### src/rtl/substructor_pkg.sv
// Shared types and defaults for the chunked subtract scheduler.
package substructor_pkg;

    typedef enum logic [1:0] {
        IDLE = 2'd0,
        CALC = 2'd1,
        DONE = 2'd2
    } sched_state_t;

    localparam int DEF_NREQ  = 4;
    localparam int DEF_W     = 64;
    localparam int DEF_CHUNK = 16;

    function automatic int id_width(input int n);
        return (n > 1) ? $clog2(n) : 1;
    endfunction

endpackage

### src/rtl/substructor_chunk.sv
// Combinational CHUNK-bit subtract stage: {bout, diff} = a - b - bin.
module substructor_chunk #(
    parameter int CHUNK = 16
) (
    input  logic [CHUNK-1:0] a_i,
    input  logic [CHUNK-1:0] b_i,
    input  logic             bin_i,
    output logic [CHUNK-1:0] diff_o,
    output logic             bout_o
);

    logic [CHUNK:0] full;

    // The extra top bit goes to 1 exactly when the true result is negative.
    assign full   = {1'b0, a_i} - {1'b0, b_i} - {{CHUNK{1'b0}}, bin_i};
    assign diff_o = full[CHUNK-1:0];
    assign bout_o = full[CHUNK];

endmodule

### src/rtl/substructor_sched.sv
// Round-robin scheduler feeding W-bit subtractions through one shared chunk stage.
// Optional embedded properties: define SUBSTRUCTOR_SCHED_FORMAL_EN.
module substructor_sched
    import substructor_pkg::*;
#(
    parameter int NREQ  = DEF_NREQ,
    parameter int W     = DEF_W,
    parameter int CHUNK = DEF_CHUNK,
    localparam int ID_W = id_width(NREQ)
) (
    input  logic                 clk_i,
    input  logic                 rst_i,
    input  logic [NREQ-1:0]      req_valid_i,
    output logic [NREQ-1:0]      req_ready_o,
    input  logic [NREQ*W-1:0]    req_a_i,
    input  logic [NREQ*W-1:0]    req_b_i,
    output logic                 resp_valid_o,
    input  logic                 resp_ready_i,
    output logic [ID_W-1:0]      resp_id_o,
    output logic [W-1:0]         resp_diff_o,
    output logic                 resp_borrow_o
);

    localparam int NCHUNK = W / CHUNK;
    localparam int K_W    = id_width(NCHUNK);

    generate
        if ((W % CHUNK) != 0 || W < CHUNK) begin : g_bad_width
            $error("substructor_sched: W must be a non-zero multiple of CHUNK");
        end
        if (NREQ < 2 || NREQ > 8) begin : g_bad_nreq
            $error("substructor_sched: NREQ must be in 2..8");
        end
    endgenerate

    sched_state_t   state_q;
    logic [ID_W-1:0] rr_ptr_q;
    logic [ID_W-1:0] id_q;
    logic [K_W-1:0]  k_q;
    logic            borrow_q;
    logic [W-1:0]    a_q;
    logic [W-1:0]    b_q;
    logic [W-1:0]    diff_q;
    logic            resp_valid_q;
    logic            resp_borrow_q;

    // Rotate the valid vector so bit 0 is the requester at rr_ptr.
    logic [2*NREQ-1:0] vld_dbl;
    logic [NREQ-1:0]   vld_rot;
    logic [ID_W:0]     grant_sum;
    logic [ID_W-1:0]   grant;
    logic              grant_vld;
    logic [ID_W-1:0]   next_ptr;

    assign vld_dbl = {req_valid_i, req_valid_i};
    assign vld_rot = vld_dbl[rr_ptr_q +: NREQ];

    always_comb begin
        grant_sum = '0;
        grant_vld = 1'b0;
        for (int j = NREQ - 1; j >= 0; j--) begin
            if (vld_rot[j]) begin
                grant_sum = {1'b0, rr_ptr_q} + (ID_W+1)'(j);
                grant_vld = 1'b1;
            end
        end
        if (grant_sum >= (ID_W+1)'(NREQ)) begin
            grant_sum = grant_sum - (ID_W+1)'(NREQ);
        end
        grant = grant_sum[ID_W-1:0];
    end

    assign next_ptr = (id_q == ID_W'(NREQ - 1)) ? '0 : id_q + 1'b1;

    always_comb begin
        req_ready_o = '0;
        if (state_q == IDLE && grant_vld && !rst_i) begin
            req_ready_o[grant] = 1'b1;
        end
    end

    logic [CHUNK-1:0] chunk_diff;
    logic             chunk_bout;

    substructor_chunk #(
        .CHUNK (CHUNK)
    ) u_chunk (
        .a_i    (a_q[k_q*CHUNK +: CHUNK]),
        .b_i    (b_q[k_q*CHUNK +: CHUNK]),
        .bin_i  (borrow_q),
        .diff_o (chunk_diff),
        .bout_o (chunk_bout)
    );

    always_ff @(posedge clk_i or posedge rst_i) begin
        if (rst_i) begin
            state_q       <= IDLE;
            rr_ptr_q      <= '0;
            id_q          <= '0;
            k_q           <= '0;
            borrow_q      <= 1'b0;
            a_q           <= '0;
            b_q           <= '0;
            diff_q        <= '0;
            resp_valid_q  <= 1'b0;
            resp_borrow_q <= 1'b0;
        end else begin
            case (state_q)
                IDLE: begin
                    if (grant_vld) begin
                        a_q      <= req_a_i[grant*W +: W];
                        b_q      <= req_b_i[grant*W +: W];
                        id_q     <= grant;
                        k_q      <= '0;
                        borrow_q <= 1'b0;
                        state_q  <= CALC;
                    end
                end
                CALC: begin
                    diff_q[k_q*CHUNK +: CHUNK] <= chunk_diff;
                    borrow_q <= chunk_bout;
                    k_q      <= k_q + 1'b1;
                    if (k_q == K_W'(NCHUNK - 1)) begin
                        resp_borrow_q <= chunk_bout;
                        resp_valid_q  <= 1'b1;
                        state_q       <= DONE;
                    end
                end
                DONE: begin
                    if (resp_ready_i) begin
                        resp_valid_q <= 1'b0;
                        rr_ptr_q     <= next_ptr;
                        state_q      <= IDLE;
                    end
                end
                default: state_q <= IDLE;
            endcase
        end
    end

    assign resp_valid_o  = resp_valid_q;
    assign resp_id_o     = id_q;
    assign resp_diff_o   = diff_q;
    assign resp_borrow_o = resp_borrow_q;

`ifdef SUBSTRUCTOR_SCHED_FORMAL_EN
    a_ready_onehot: assert property (@(posedge clk_i) disable iff (rst_i)
        $onehot0(req_ready_o));

    a_result: assert property (@(posedge clk_i) disable iff (rst_i)
        resp_valid_o |-> (resp_diff_o == W'(a_q - b_q)) && (resp_borrow_o == (a_q < b_q)));

    a_resp_stable: assert property (@(posedge clk_i) disable iff (rst_i)
        resp_valid_o && !resp_ready_i |=>
            $stable({resp_valid_o, resp_id_o, resp_diff_o, resp_borrow_o}));

    // Grants that went elsewhere while each requester was waiting.
    logic [3:0] wait_cnt_q [NREQ];
    genvar gi;
    generate
        for (gi = 0; gi < NREQ; gi++) begin : g_fair
            always_ff @(posedge clk_i or posedge rst_i) begin
                if (rst_i) begin
                    wait_cnt_q[gi] <= '0;
                end else if (state_q == IDLE && grant_vld) begin
                    if (grant == ID_W'(gi)) begin
                        wait_cnt_q[gi] <= '0;
                    end else if (req_valid_i[gi]) begin
                        wait_cnt_q[gi] <= wait_cnt_q[gi] + 4'd1;
                    end
                end
            end
            a_no_starve: assert property (@(posedge clk_i) disable iff (rst_i)
                wait_cnt_q[gi] <= 4'(NREQ - 1));
        end
    endgenerate

    c_borrow_case: cover property (@(posedge clk_i) disable iff (rst_i)
        resp_valid_o && resp_ready_i && a_q == '0 && b_q == W'(64'hFFFF_FFFF_FFFF_5556));
`endif

endmodule

### config.mk
export PLATFORM = sky130hd
export DESIGN_NAME = substructor_sched
export DESIGN_NICKNAME = d
export VERILOG_FILES = /design/src/rtl/substructor_pkg.sv /design/src/rtl/substructor_chunk.sv /design/src/rtl/substructor_sched.sv
export SDC_FILE = /design/constraint.sdc
export NUM_CORES = 1
export LEC_CHECK = 0
export ABC_AREA = 1
export CAP_MARGIN = 15
export CORE_AREA = 2 2 227 229
export CTS_CLUSTER_DIAMETER = 30
export CTS_CLUSTER_SIZE = 30
export DETAILED_ROUTE_END_ITERATION = 10
export DIE_AREA = 0 0 229 231
export GPL_ROUTABILITY_DRIVEN = 1
export MAX_ROUTING_LAYER = met4
export PLACE_DENSITY_LB_ADDON = 0.12
export SYNTH_ARGS = -nofsm -noshare
export SYNTH_HDL_FRONTEND = slang
export SYNTH_HIERARCHICAL = 1
export SYNTH_SLANG_ARGS = --single-unit
export TNS_END_PERCENT = 100
### constraint.sdc
create_clock -name clk_i -period 8.7 [get_ports clk_i]
set_input_delay 1.74 -clock clk_i [delete_from_list [all_inputs] [get_ports clk_i]]
set_output_delay 1.74 -clock clk_i [all_outputs]
set_load 0.05 [all_outputs]
Word level (Yosys, flattened, before mapping)

Index checks and enable logic that the tools add are counted.

Register bits after elaboration: 203
Word-level logic and storage cells: 74
Bits of input ports: 519

Equal/unequal tests: 7
Shifts and indexed selects: 7
Reductions and logical operators: 13
$add $sub $neg: 9
Mux-type cells: 25
Magnitude comparators: 3

Operators with widths:

| kind                     | count |
|---|---|
| $shiftx 256x9->64        | 2 |
| $shiftx 64x7->16         | 2 |
| $bwmux 64                | 1 |
| $shift 16x34->64 const A | 1 |
| $shiftx 16x34->64        | 1 |
| $neg 6->34               | 1 |
| $sub 16x16->17           | 1 |
| $sub 17x1->17            | 1 |
| $mux 2                   | 6 |
| $mux 3                   | 4 |
| $mux 1                   | 8 |
| $reduce_and 2->1         | 4 |
| $shiftx 8x3->4           | 1 |
| $add 2x2->3 const B      | 2 |
| $eq 2x2->1 const B       | 3 |
| $ne 2x2->1 const B       | 3 |
| $pmux 2 s3               | 1 |
| $reduce_and 3->1         | 2 |
| $add 2x1->2 const B      | 2 |
| $mux 4                   | 1 |
| $pmux 1 s2               | 2 |
| $pmux 2 s2               | 1 |
| $reduce_bool 2->1        | 2 |
| $add 2x1->3 const B      | 1 |
| 9 further kinds          | 11 |

Logic depth before layout (Yosys ltp)

Depth after elaboration: 12
Depth in mapped cells: 20
Mapped depth without buffers: 18

Cells and area by module

Netlist, hierarchy kept.

Modules (own cells, without submodules):

| module            | cells each | instances | area each (um^2) | seq. area each (um^2) |
|---|---|---|---|---|
| substructor_sched | 2118       | 1         | 13898.3          | 5079.9 |
| substructor_chunk | 259        | 1         | 1346.3           | 0.0 |

Worst setup path after synthesis

No wires, ideal clock.

Kind: input -> output
Start point: in rst_i
End point: out req_ready_o[0]
Buffers on the path: 0
Cell stages on the path: 3
Setup slack: -0.866 ns
Arrival: 7.826 ns
Path through: inv_1 > nand2_1 > nor3_1

Cells in the longest elaborated chain, start to end: 3

RTL lines:

| item                      | RTL line                | source |
|---|---|---|
| from (decl)               | substructor_sched.sv:12 | `input logic rst_i,` |
| $logic_not 1->1 (no line) | -                       |  |
| $logic_and 1x1->1         | substructor_sched.sv:77 | `if (state_q == IDLE && grant_vld && !rst_i) begin` |
| $mux 4                    | substructor_sched.sv:77 |  |
| to (decl)                 | substructor_sched.sv:14 | `output logic [NREQ-1:0] req_ready_o,` |

No other way between the ends.

Final worst setup path

Start point: in req_valid_i[3]
End point: out req_ready_o[1]

Cells in the longest elaborated chain, start to end: 12
Elaborated cells between the ends (all ways): 20
Classes of those cells: add/sub (1); order compare (3); shift (1); mux (12); reduce/logical (3)

RTL lines:

| item                                                           | RTL line                                         | source |
|---|---|---|
| from (decl)                                                    | substructor_sched.sv:13                          | `input logic [NREQ-1:0] req_valid_i,` |
| $shiftx 8x3->4 (*)                                             | substructor_sched.sv:56                          | `assign vld_rot = vld_dbl[rr_ptr_q +: NREQ];` |
| $mux 3 (4 in a row)                                            | substructor_sched.sv:62                          | `if (vld_rot[j]) begin` |
| $ge 3x3->1 or $sub 2x1->2 (tied branches)                      | substructor_sched.sv:67, substructor_sched.sv:68 |  |
| $mux 2                                                         | substructor_sched.sv:67                          | `if (grant_sum >= (ID_W+1)'(NREQ)) begin` |
| $lt 2x3->1 (implied by the code) or $ge 2x1->1 (tied branches) | substructor_sched.sv:78                          | `req_ready_o[grant] = 1'b1;` |
| $logic_and 1x1->1 (implied by the code)                        | substructor_sched.sv:78                          |  |
| $mux 1 (implied by the code)                                   | substructor_sched.sv:78                          |  |
| $demux 1 s2                                                    | substructor_sched.sv:78                          |  |
| $mux 4 (*)                                                     | substructor_sched.sv:77                          |  |

Mark *: on every way between the ends. The rest lies on a longest branch, timed or not.

==> results.md <==
| Result | Value | Unit |
|---|---|---|
| Crit path time final | 6.594 | ns |
| Worst setup EP type | primary output | - |
| Post-synthesis simple-gate area fraction | 46.24 | % |
| Cell area after synthesis | 15240 | sq um |
| TritonCTS clock tree | yes | - |
| Worst min-delay path startpoint | b_q[32] | - |
| Post-Layout Inst Area | 23350 | sq um |
| Count of buffers inserted at the top-level ports | 590 | - |
| Number of nets produced by synthesis | 2933 | - |
| Number of standard cells after synthesis | 2377 | - |
| Initial DRT Pass Iterations | 7 | - |
| Number of warning messages in the yosys log | 6 | - |
| Hold buffer count at cts | 0 | - |
| Post-synthesis share of cell area spent on full adders, half adders and majority gates | 3.135 | % |
| Top-level port count | 591 | - |
| Number of clock buffers inserted by TritonCTS | 53 | - |
| Worst EP required | 6.96 | ns |
| Number of clock sinks | 203 | - |
| # resized after CTS | 0 | - |
| Maximum capacitance violations | 0 | - |
| Max Fanout on Critical Path | 93 | - |
| CP Launch Point | req_valid_i[3] | - |
| First-pass GRT wire length | 103100 | um |
| Max-slew violation total from the final report | 0 | - |
| Distinct cell type count after synthesis | 34 | - |
| Total global routing overflow | 0 | - |
| Library cell with the largest summed area after synthesis | sky130_fd_sc_hd__dfrtp_1 | - |
| Area share of the largest cell type after synthesis | 33.32 | % |
| Worst slew margin | 29.19 | % |
| Transition time of the tightest slew-check pin | 1.062 | ns |
| Commonest non-fill, non-tap cell in the layout | sky130_fd_sc_hd__nand2_1 | - |
| Final Setup Violations | 0 | - |
| Async set-reset flop share out of synthesis | 100.0 | % |
| Leading cell types by total area after synthesis | sky130_fd_sc_hd__dfrtp_1 33%, sky130_fd_sc_hd__nand2_1 20%, sky130_fd_sc_hd__nand3_1 15%, sky130_fd_sc_hd__o21ai_0 5.0%, sky130_fd_sc_hd__inv_1 4.5% | - |
| Fraction of layout instances using a drive strength above 1 | 6.158 | % |
| Pin count of the biggest net entering global routing | 114 | - |
| Crit Reg-Reg Startpoint | k_q[0] | - |
| Wirelength per Cell | 18.85 | um |
| Post-CTS repair timing setup buffer count | 0 | - |
| Setup Crit Path Kind | in2out | - |
| Class of the tightest hold or removal check | reg2reg | - |
| Fmax | 0.1516 | GHz |
| Clk pin slew, worst setup/hold paths | 0.04 | ns |
| Routed Antenna Nets | 0 | - |
| Area of the core region | 50680 | sq um |
| Final Skew | 0.01185 | ns |
| Die span in x | 229 | um |
| Net total in the final layout | 3438 | - |
| Mean post-synth cell area | 6.413 | sq um |
| Later-pin clock latency in the skew report | 0.55 | ns |
| Data arrival time of the worst path | 4.85 | ns |
| Total Wirelength | 67990 | um |
| Utilization after layout | 46.08 | % |
| Final Hold Vio Count | 0 | - |
| XOR/XNOR Fraction of Synth Area | 0.5171 | % |
| Number of antenna violations at the first check in global routing | 4 | - |
| Maximum number of buffers from clock root to sink | 3 | - |
| Portion of the post-synthesis area used by sequential elements | 33.32 | % |
| Post-DP HPWL | 52200 | um |
| Cell area after placement | 21420 | sq um |
| CTS root buffer | sky130_fd_sc_hd__clkbuf_16 | - |
| Smallest hold slack | 0.4696 | ns |
| Detail-routed via count per cell | 4.903 | - |
| Total DRC errors in the routed layout | 0 | - |
| Main combinational cell family by area after synthesis | simple AND/OR/NAND/NOR gates | - |
| Chip height | 231 | um |
| Effective utilization at floorplan | 30.08 | % |
| Multiplexer share of the synthesized area | 0 | % |
| Setup repair after global routing missed its margin | no | - |
| H-tree depth | 2 | - |
| Share of the synthesized area in compound gates (AO/OA/AOI/OAI) | 6.788 | % |
| Area growth from synthesis to layout | 53.18 | % |
| Final GP Congestion | 0.9112 | - |
| Outcome | finished, final reports clean | - |
| Setup total negative slack | 0 | ns |
| Seq cells post-synth | 203 | - |
| Total number of placement rows | 83 | - |
| Number of global-route vias before repair | 17680 | - |
| Initial DRC count | 1257 | - |
| Die Footprint | 52900 | sq um |
| Most used cells in the layout excluding fill and tap cells | 800 x sky130_fd_sc_hd__nand2_1, 590 x sky130_fd_sc_hd__clkdlybuf4s50_1, 469 x sky130_fd_sc_hd__nand3_1, 202 x sky130_fd_sc_hd__dfrtp_1, 182 x sky130_fd_sc_hd__inv_1 | - |
| Tot GR Track Use | 25.67 | % |
| Element type at the critical path start | input port | - |
| Via count | 17680 | - |
| Most common flop cell mapped by yosys | sky130_fd_sc_hd__dfrtp_1 | - |
| Crit share post-route | 75.80 | % |
| EDFF count, synth | 0 | - |
-- state kept, by name, summed over array words and instances, names as in the netlist --
signal,cells
resp_borrow_o,1
resp_valid_o,1
borrow_q,1
rr_ptr_q,2
b_q,64
k_q,2
a_q,64
resp_id_o,2
resp_diff_o,64
state_q,2
-- per-stage QoR --
stage	instances	setup slack, ns
2_1_floorplan	2377	1.432
3_3_place_gp	3506	2.108
3_5_place_dp	3506	2.042
4_1_cts	3602	2.016
5_1_grt	3607	1.944
6_report	3607	2.106
-- per-layer routing --
layer	routed length [um]	part of all wire (%)	vias up	GRT usage, %
met4	1389	2.0	0	6.636
li1	-	-	8647	-
met5	0	0	-	-
met1	29880	44	8404	32.92
met3	3030	4.5	77	2.952
met2	33690	50	556	43.07
-- Yosys cell counts (35+ instances only) --
cell type,instances
sky130_fd_sc_hd__nand2_1,801
sky130_fd_sc_hd__nand3_1,469
sky130_fd_sc_hd__dfrtp_1,203
sky130_fd_sc_hd__inv_1,184
sky130_fd_sc_hd__o21ai_0,153
sky130_fd_sc_hd__nor2_1,86
sky130_fd_sc_hd__or2_0,80
sky130_fd_sc_hd__buf_2,67
sky130_fd_sc_hd__clkbuf_1,64
sky130_fd_sc_hd__or2_1,63
sky130_fd_sc_hd__or2_2,37
sky130_fd_sc_hd__ha_1,35
-- cells by family (layout without fill, tap and decap cells) --
family          after synthesis  in the layout
compound gates              197            197
xor+xnor                      9              9
fa+ha+maj                    37             37
buf+inv                     357            903
flops                       203            203
other cells                   0              4
simple gates               1574           1574
-- area by class of cell --
class	instances	area [sq um]
diodes	4	10.01
clock inverters	32	450.4
flip-flops and latches	203	5081
well taps	680	850.8
clock buffers	64	1448
inverters	191	728.2
fillers	5311	27330
repair buffers	616	6113
multi-input cells	1817	8670
-- critical path, stage by stage --
cell	delay, ns
sky130_fd_sc_hd__clkdlybuf4s50_1	0.52
sky130_fd_sc_hd__inv_1	0.06
sky130_fd_sc_hd__nand2_1	0.08
sky130_fd_sc_hd__nand3_1	0.11
sky130_fd_sc_hd__nand2_1	0.14
sky130_fd_sc_hd__o21ai_2	0.08
sky130_fd_sc_hd__nand2_2	0.15
sky130_fd_sc_hd__nand2_8	0.29
sky130_fd_sc_hd__nor3_1	0.65
sky130_fd_sc_hd__clkdlybuf4s50_1	0.93
-- path summary, 6_finish.rpt --
| check | to | slack (ns) | cells past startpoint |
|---|---|---|---|
| max | req_ready_o[1] | 2.11 | 10 |
| min | b_q[32] | 0.47 | 2 |
| max reg2reg | resp_diff_o[24] | 4.45 | 14 |
| min reg2reg | b_q[32] | 0.47 | 2 |
| max in group asynchronous | a_q[22] | 4.87 | 5 |
| min in group asynchronous | state_q[1] | 1.77 | 3 |
Power is not shown: default switching activity piles up to over one toggle a cycle in this logic, so the estimate is an artifact.
